==> src/rtl/minimig_mem_pkg.sv <==
// Shared definitions for the memory-side blocks behind the Amiga bank-select bus.
package minimig_mem_pkg;
  localparam int          BLOCK_W  = 3;
  localparam int          BANK_W   = 8;
  localparam logic [15:0] OPEN_BUS = 16'hFFFF;

  typedef enum logic [1:0] {
    IDLE,
    ISSUE,
    RESP,
    RELEASE
  } bd_state_e;
endpackage

==> src/rtl/minimig_bank_encoder.sv <==
// One-hot bank select to block index, with flags for no bank and several banks.
module minimig_bank_encoder
  import minimig_mem_pkg::*;
(
  input  logic [BANK_W-1:0]  bank,
  output logic [BLOCK_W-1:0] idx,
  output logic               none,
  output logic               multi
);
  always_comb begin
    idx   = '0;
    none  = 1'b1;
    multi = 1'b0;
    for (int i = 0; i < BANK_W; i++) begin
      if (bank[i]) begin
        if (!none) multi = 1'b1;
        none = 1'b0;
        idx  = BLOCK_W'(i);
      end
    end
  end
endmodule

==> src/rtl/minimig_bank_decoder.sv <==
// Bank-select bus consumer: turns a one-hot block access into a req/ack memory request.
module minimig_bank_decoder
  import minimig_mem_pkg::*;
#(
  parameter int OFFS_W  = 18,
  parameter int TIMEOUT = 255
) (
  input  logic                      clk,
  input  logic                      rst_n,
  input  logic                      bus_req,
  input  logic                      bus_we,
  input  logic [1:0]                bus_bs,
  input  logic [OFFS_W-1:0]         bus_offs,
  input  logic [15:0]               bus_wdata,
  input  logic [BANK_W-1:0]         bank,
  output logic                      bus_ack,
  output logic                      bus_err,
  output logic [15:0]               bus_rdata,
  output logic                      mem_req,
  output logic                      mem_we,
  output logic [1:0]                mem_be,
  output logic [BLOCK_W+OFFS_W-1:0] mem_addr,
  output logic [15:0]               mem_wdata,
  input  logic                      mem_ack,
  input  logic [15:0]               mem_rdata
);
  localparam logic [15:0] TLAST = 16'(TIMEOUT - 1);

  logic [BLOCK_W-1:0] idx;
  logic               none;
  logic               multi;
  bd_state_e          state;
  logic [15:0]        tcnt;

  minimig_bank_encoder u_enc (
    .bank (bank),
    .idx  (idx),
    .none (none),
    .multi(multi)
  );

  // mem_* registers double as the captured request, so they stay stable while mem_req is high.
  always_ff @(posedge clk or negedge rst_n) begin
    if (!rst_n) begin
      state     <= IDLE;
      tcnt      <= '0;
      bus_ack   <= 1'b0;
      bus_err   <= 1'b0;
      bus_rdata <= '0;
      mem_req   <= 1'b0;
      mem_we    <= 1'b0;
      mem_be    <= '0;
      mem_addr  <= '0;
      mem_wdata <= '0;
    end else begin
      bus_ack <= 1'b0;
      bus_err <= 1'b0;
      case (state)
        IDLE: begin
          if (bus_req) begin
            if (multi) begin
              bus_ack <= 1'b1;
              bus_err <= 1'b1;
              state   <= RESP;
            end else if (none) begin
              bus_ack   <= 1'b1;
              bus_rdata <= OPEN_BUS;
              state     <= RESP;
            end else begin
              mem_req   <= 1'b1;
              mem_we    <= bus_we;
              mem_be    <= bus_bs;
              mem_addr  <= {idx, bus_offs};
              mem_wdata <= bus_wdata;
              tcnt      <= '0;
              state     <= ISSUE;
            end
          end
        end
        ISSUE: begin
          // An ack on the last counted cycle still beats the timeout.
          if (mem_ack) begin
            mem_req <= 1'b0;
            if (!mem_we) bus_rdata <= mem_rdata;
            bus_ack <= 1'b1;
            state   <= RESP;
          end else if (tcnt == TLAST) begin
            mem_req <= 1'b0;
            bus_ack <= 1'b1;
            bus_err <= 1'b1;
            state   <= RESP;
          end else begin
            tcnt <= tcnt + 16'd1;
          end
        end
        RESP:    state <= RELEASE;
        RELEASE: if (!bus_req) state <= IDLE;
        default: state <= IDLE;
      endcase
    end
  end
endmodule

==> config.mk <==
export PLATFORM = sky130hd
export DESIGN_NAME = minimig_bank_decoder
export DESIGN_NICKNAME = d
export VERILOG_FILES = /design/src/rtl/minimig_mem_pkg.sv /design/src/rtl/minimig_bank_encoder.sv /design/src/rtl/minimig_bank_decoder.sv
export SDC_FILE = /design/constraint.sdc
export NUM_CORES = 1
export LEC_CHECK = 0
export BUFFER_PORTS_ARGS = -buffer_cell sky130_fd_sc_hd__buf_2
export CAP_MARGIN = 20
export CORE_MARGIN = 2
export CORE_UTILIZATION = 35
export CTS_BUF_LIST = sky130_fd_sc_hd__clkbuf_4
export CTS_CLUSTER_DIAMETER = 60
export CTS_CLUSTER_SIZE = 40
export DETAILED_ROUTE_END_ITERATION = 10
export PLACE_DENSITY = 0.65
export SLEW_MARGIN = 20
export SYNTH_ARGS = -nofsm -noshare
export SYNTH_HDL_FRONTEND = slang
export SYNTH_SLANG_ARGS = --single-unit
==> constraint.sdc <==
create_clock -name clk -period 6.3 [get_ports clk]
set_input_delay 0.63 -clock clk [delete_from_list [all_inputs] [get_ports clk]]
set_output_delay 0.63 -clock clk [all_outputs]
set_load 0.02 [all_outputs]
# Word-level counts from Yosys, hierarchy flattened
# Cells that the tools add are included.
# totals
inputBits	65
wordCells	98
out_inout_bits	59
register_bits	77
# classes
bitwise_logic	2
muxes	64
n_reduce_logical	7
n_eq_ne	14
n_addsub	1
# op_table
cell	count
$mux 16	10
$pmux 16 s2	2
$mux 1	36
$ne 2x2->1 const B	9
$add 16x1->16 const B	1
$eq 16x8->1 const B	1
$mux 2	8
$mux 3	4
$reduce_and 6->1	2
$pmux 2 s4	1
$pmux 1 s2	3
$reduce_and 5->1	1
$eq 2x2->1 const B	2
$reduce_and 4->1	1
$ne 3x3->1 const B	1
$reduce_and 3->1	1
$eq 2x1->1 const B	1
$logic_not 2->1	1
$not 1->1	2
$reduce_bool 2->1	1

# Longest topological paths before layout
# depth
ltp_word	17
depth_mapped	9
depth_no_buf	7

# Cells and area by module
# From an unflattened synthesis, not the netlist that was laid out.
# hier_totals
cells_unflattened	428
hier_area_um2	3748.6
# by_module_without_submodules
mod	cells_each	area_each_um2	seq_area_each_um2	n_inst
minimig_bank_decoder	408	3624.7	1926.8	1
minimig_bank_encoder	20	123.9	0.0	1

# Worst setup path before layout
# Ideal clock, no wire load.
# synth_path
path_type	input to register
start	in bank[3]
end	reg mem_addr[0]
slack_ns	3.899
setup_time_ns	0.125
stages	7
t_required_ns	6.175
arrival_time_ns	2.276
path_buffers	2
path_cell_list	or4_4 > xnor2_1 > nand4_1 > or2_1 > buf_6 > buf_12 > mux2_4
# synth_between
elab_chain_cells	11
elab_cells_between_ends	17
classes_between	mux: 14; bitwise: 2; reduce/logical: 1
# synth_lines
item	line	text
from (decl)	minimig_bank_decoder.sv:15	input logic [BANK_W-1:0] bank,
$mux 1	minimig_bank_encoder.sv:15	if (bank[i]) begin
$mux 1	minimig_bank_encoder.sv:16	if (!none) multi = 1'b1;
$mux 1	minimig_bank_encoder.sv:15	
$mux 1	minimig_bank_encoder.sv:16	
$mux 1	minimig_bank_encoder.sv:15	
$mux 1	minimig_bank_encoder.sv:16	
$mux 1	minimig_bank_encoder.sv:15	
$mux 1	minimig_bank_encoder.sv:16	
$mux 1	minimig_bank_encoder.sv:15	
$not 1->1 (no source line)	-	
$reduce_and 4->1 (no source line) *	-	
to (signal assigned)	minimig_bank_decoder.sv:73	mem_addr <= {idx, bus_offs};
to (decl)	minimig_bank_decoder.sv:22	output logic [BLOCK_W+OFFS_W-1:0] mem_addr,
# Every way passes the cells marked *; elsewhere a longest branch is shown, timed or not.
# A chain may end at the register's enable or synchronous reset.

# Worst setup path after layout
# layout_path
start	reg state[1]
end	reg tcnt[13]
# layout_between
elab_chain_cells	3
elab_cells_between_ends	10
classes_between	eq/ne: 6; mux: 1; reduce/logical: 3
# layout_lines
item	line	text
from (decl)	minimig_bank_decoder.sv:32	bd_state_e state;
from (signal assigned)	minimig_bank_decoder.sv:45	state <= IDLE;
from (signal assigned)	minimig_bank_decoder.sv:64	state <= RESP;
from (signal assigned)	minimig_bank_decoder.sv:68	state <= RESP;
$eq 2x1->1 or $logic_not 2->1 (tied branches)	minimig_bank_decoder.sv:58	case (state)
$ne 2x2->1 (no source line) or $reduce_bool 2->1 (tied branches)	-	
$reduce_and 6->1 (no source line)	-	
to (signal assigned)	minimig_bank_decoder.sv:93	tcnt <= tcnt + 16'd1;
to (decl)	minimig_bank_decoder.sv:33	logic [15:0] tcnt;
# Several ways; a longest one is shown, not always the timed one.

==> qor.csv <==
stage,metric,value,unit
run_status,status,"complete, no violations",
cells_and_area,final_net_count,519,
clock_tree,insertion_delay,0.43,ns
cells_and_area,final_cells,594,
power_and_ir_drop,seqPwrFrac,0.411,
yosys,synth_top_cell_area_share,0.508,
cells_and_area,drive_gt1_frac,0.413,
power_and_ir_drop,swShare,0.386,
global_route,antenna_found_initial,1,
cells_and_area,fill_cells,1013,
sta,rsz0062_at_grt,no,
worst_hold_path,hold_path_class,in2async,
clock_tree,cts.sinks,77,
setup_path,critPathLaunch,state[1]$_DFFE_PN0P_,
yosys,synth-compound-area-share,0.122,
clock_tree,cts_setup_buffers,0,
power_and_ir_drop,p_comb_frac,0.385,
floorplan,pin_count,124,
sta,finalHoldViolCount,0,
yosys,syn_area_per_cell,11.5,um^2
global_route,grt_pass1_vias,2883,
sta,clock_skew,0.0191,ns
yosys,synth_area,3790,um^2
yosys,netlist_top_cells_count,"77 x dfrtp_1, 38 x mux2_4, 25 x inv_1, 25 x nor2_1, 16 x a31oi_1",
clock_tree,cts_resized,0,
routing,routed_wl,8250,um
routing,viasPerCell,4.91,
power_and_ir_drop,switchingPower,0.646,mW
sta,slew-limit-headroom,0.314,
yosys,ys_warn_count,0,
power_and_ir_drop,p_leak,2.37,nW
flow_run,drv_cap,0,
floorplan,dieArea,11700,um^2
yosys,synth_area_leaders,"dfrtp_1 51%, mux2_4 15%, a31oi_1 2.6%, inv_1 2.5%, nor2_1 2.5%",
global_route,grt_pass1_wl,13600,um
sta,min_period,3.17,ns
cells_and_area,area_delta_synth_final,23.2,%
yosys,synthXorXnorAreaFrac,0.00231,
yosys,synth_top_family_by_area,multiplexers,
yosys,synthArstFlopShare,1.00,
yosys,synth_cells,329,
yosys,synth.most_common_cell,dfrtp_1,
setup_path,r2r_start,state[1]$_DFFE_PN0P_,
yosys,ys_seq_elements,77,
sta,tightestPinTransition,1.03,ns
setup_path,rr_endpoint,tcnt[13]$_DFFE_PN0P_,
yosys,ys_types,46,
yosys,synth_edf_count,0,
clock_tree,cts_tree,yes,
sta,setup_viol,0,
power_and_ir_drop,internal_power,1.03,mW
cells_and_area,multi_input_area,1650,um^2
routing,drc_errors,0,
setup_path,worst-setup-path-type,reg2reg,
floorplan,rows,38,
routing,vias,2919,
placed_design,port_buffers,123,
setup_path,cp.required,6.57,ns
sta,slew_viol_final,0,
routing,dr.pass1.iters,4,
clock_tree,ctsHoldBuffers,0,
clock_tree,cts_max_level,3,
global_route,grt-ovfl-total,0,
setup_path,startpoint_type,flop,
setup_path,critPathMaxFanout,38,
yosys,ys.flop_type,dfrtp_1,
floorplan,die_x,108,um
floorplan,die_h,108,um
placed_design,place_congestion,0.816,
cells_and_area,fin_area,4670,um^2
sta,post-route-period-util,0.503,
routing,drt_iter0_drc,135,
yosys,synthAdderAreaFrac,0.0224,
yosys,synth_mux_area_frac,0.164,
sta,max_clock_freq,316,MHz
placed_design,dp_cells,576,
yosys,synth_nets,400,
yosys,synth_top_area_cell,dfrtp_1,
setup_path,reg2reg_setup_slack,3.13,ns
power_and_ir_drop,peakVddDrop,0.185,mV
power_and_ir_drop,pwr-share-clk,0.204,
sta,setup_tns,0,ns
routing,wl_per_cell,13.9,um
setup_path,crit_end,tcnt[13]$_DFFE_PN0P_,
power_and_ir_drop,power_density,358,nW/um^2
clock_tree,clock_path_buffers,2,
clock_tree,path_clk_slew,0.13,ns
global_route,grt_usage,0.147,
routing,postRouteAntennaNets,0,
power_and_ir_drop,p_total,1.67,mW
yosys,ys_seq_area_frac,0.508,
floorplan,initial_core_util,0.355,
placed_design,placed_area,4470,um^2
yosys,yosys.area_share.simple,0.118,
placed_design,dp.final_hpwl,5760,um
cells_and_area,ff_latch_area,1930,um^2
setup_path,endpoint_kind,flop,
clock_tree,numCtsBuffers,9,
setup_path,ff2ff_path_depth,8,
setup_path,critical_path_arrival,3.43,ns
clock_tree,clockRootBuffer,clkbuf_4,
floorplan,core-area,10700,um^2
global_route,grt_max_degree,78,
[worst max-delay path: stages (launching register included)]
cell and delay, ns:
dfrtp_1 0.42, inv_1 0.10, ha_1 0.84, inv_1 0.29, nor2_1 0.21, o2111ai_2 0.16
buf_4 0.26, nor2_1 0.62, a21oi_1 0.09
[layer usage]
metal	vias up	wire length, um	share of wire	track usage
li1	1431	-	-	-
met1	1371	3730	0.45	0.183
met2	101	3740	0.45	0.236
met3	16	573	0.069	0.0488
met4	0	204	0.025	0.0577
met5	-	0	0	0
[power groups by stage]
| stage | clock network, mW | logic [mW] | registers, mW |
|---|---|---|---|
| 3_5_place_dp | 0 | 0.649 | 0.694 |
| 6_report | 0.341 | 0.644 | 0.687 |
| 5_1_grt | 0.379 | 0.702 | 0.705 |
| 2_1_floorplan | 0 | 0.291 | 0.834 |
| 4_1_cts | 0.355 | 0.647 | 0.689 |
| 3_3_place_gp | 0 | 0.630 | 0.697 |
[stage by stage]
step	hold WS, ns	setup slack (ns)	util
floorplan	0.334	3.90	-
global placement	0.486	3.22	0.418
detailed placement	0.487	3.10	0.418
CTS	0.366	3.13	0.434
global route	0.0930	2.78	0.437
finish	0.124	3.13	0.437
[worst min-delay path by stage]
| stage | endpoint | depth (start not counted) | from |
|---|---|---|---|
| after floorplan | bus_ack$_DFF_PN0_ | 0 | rst_n |
| after global placement | mem_addr[5]$_DFFE_PN0P_ | 1 | mem_addr[5]$_DFFE_PN0P_ |
| after detailed placement | mem_req$_DFFE_PN0P_ | 2 | mem_req$_DFFE_PN0P_ |
| after CTS | mem_wdata[7]$_DFFE_PN0P_ | 1 | rst_n |
| after global routing | mem_wdata[9]$_DFFE_PN0P_ | 1 | rst_n |
| final | mem_addr[13]$_DFFE_PN0P_ | 1 | rst_n |
[kinds of logic (layout without fill, tap and decap cells)]
family / Yosys count / count (layout)
DFF: 77 / 77
buffers and inverters: 43 / 167
adders and majority gates: 7 / 7
AOI/OAI and AO/OA: 74 / 74
muxes: 43 / 43
xor gates and xnor gates: 1 / 1
other: 0 / 1
and+or+nand+nor: 84 / 84
[layout make-up]
type,count,share of cell area
timing repair buffer,126,0.141
antenna,1,0.000535
multi-input combinational,209,0.353
clock inverter,7,0.0209
inverter,25,0.0201
sequential,77,0.412
clock buffer,9,0.0145
tap,140,0.0375
[registers in the layout (all words and copies together) (netlist names)]
name and flops:
bus_ack 1, bus_err 1, bus_rdata 16, mem_addr 21, mem_be 2, mem_req 1
mem_wdata 16, mem_we 1, state 2, tcnt 16
[cell usage in the layout, fill, tap and decap left out, types with 2 or more instances in the layout]
cell,count
dfrtp_1,77
bufinv_16,2
or3_1,3
o21ai_1,7
and2_1,2
nand4_1,5
nor4_1,3
buf_2,122
o21ai_0,12
mux2i_1,4
nor2b_1,2
clkinvlp_4,2
a41oi_1,2
a31oi_1,16
buf_4,3
o21bai_1,2
o31ai_1,11
or4_1,10
clkbuf_4,9
and3_1,2
nand2_1,15
nor2_1,25
a21oi_1,13
mux2_4,38
ha_1,6
o211ai_1,2
nand3_1,5
inv_1,25
nor3_1,4
(Power assumes the default switching activity.)
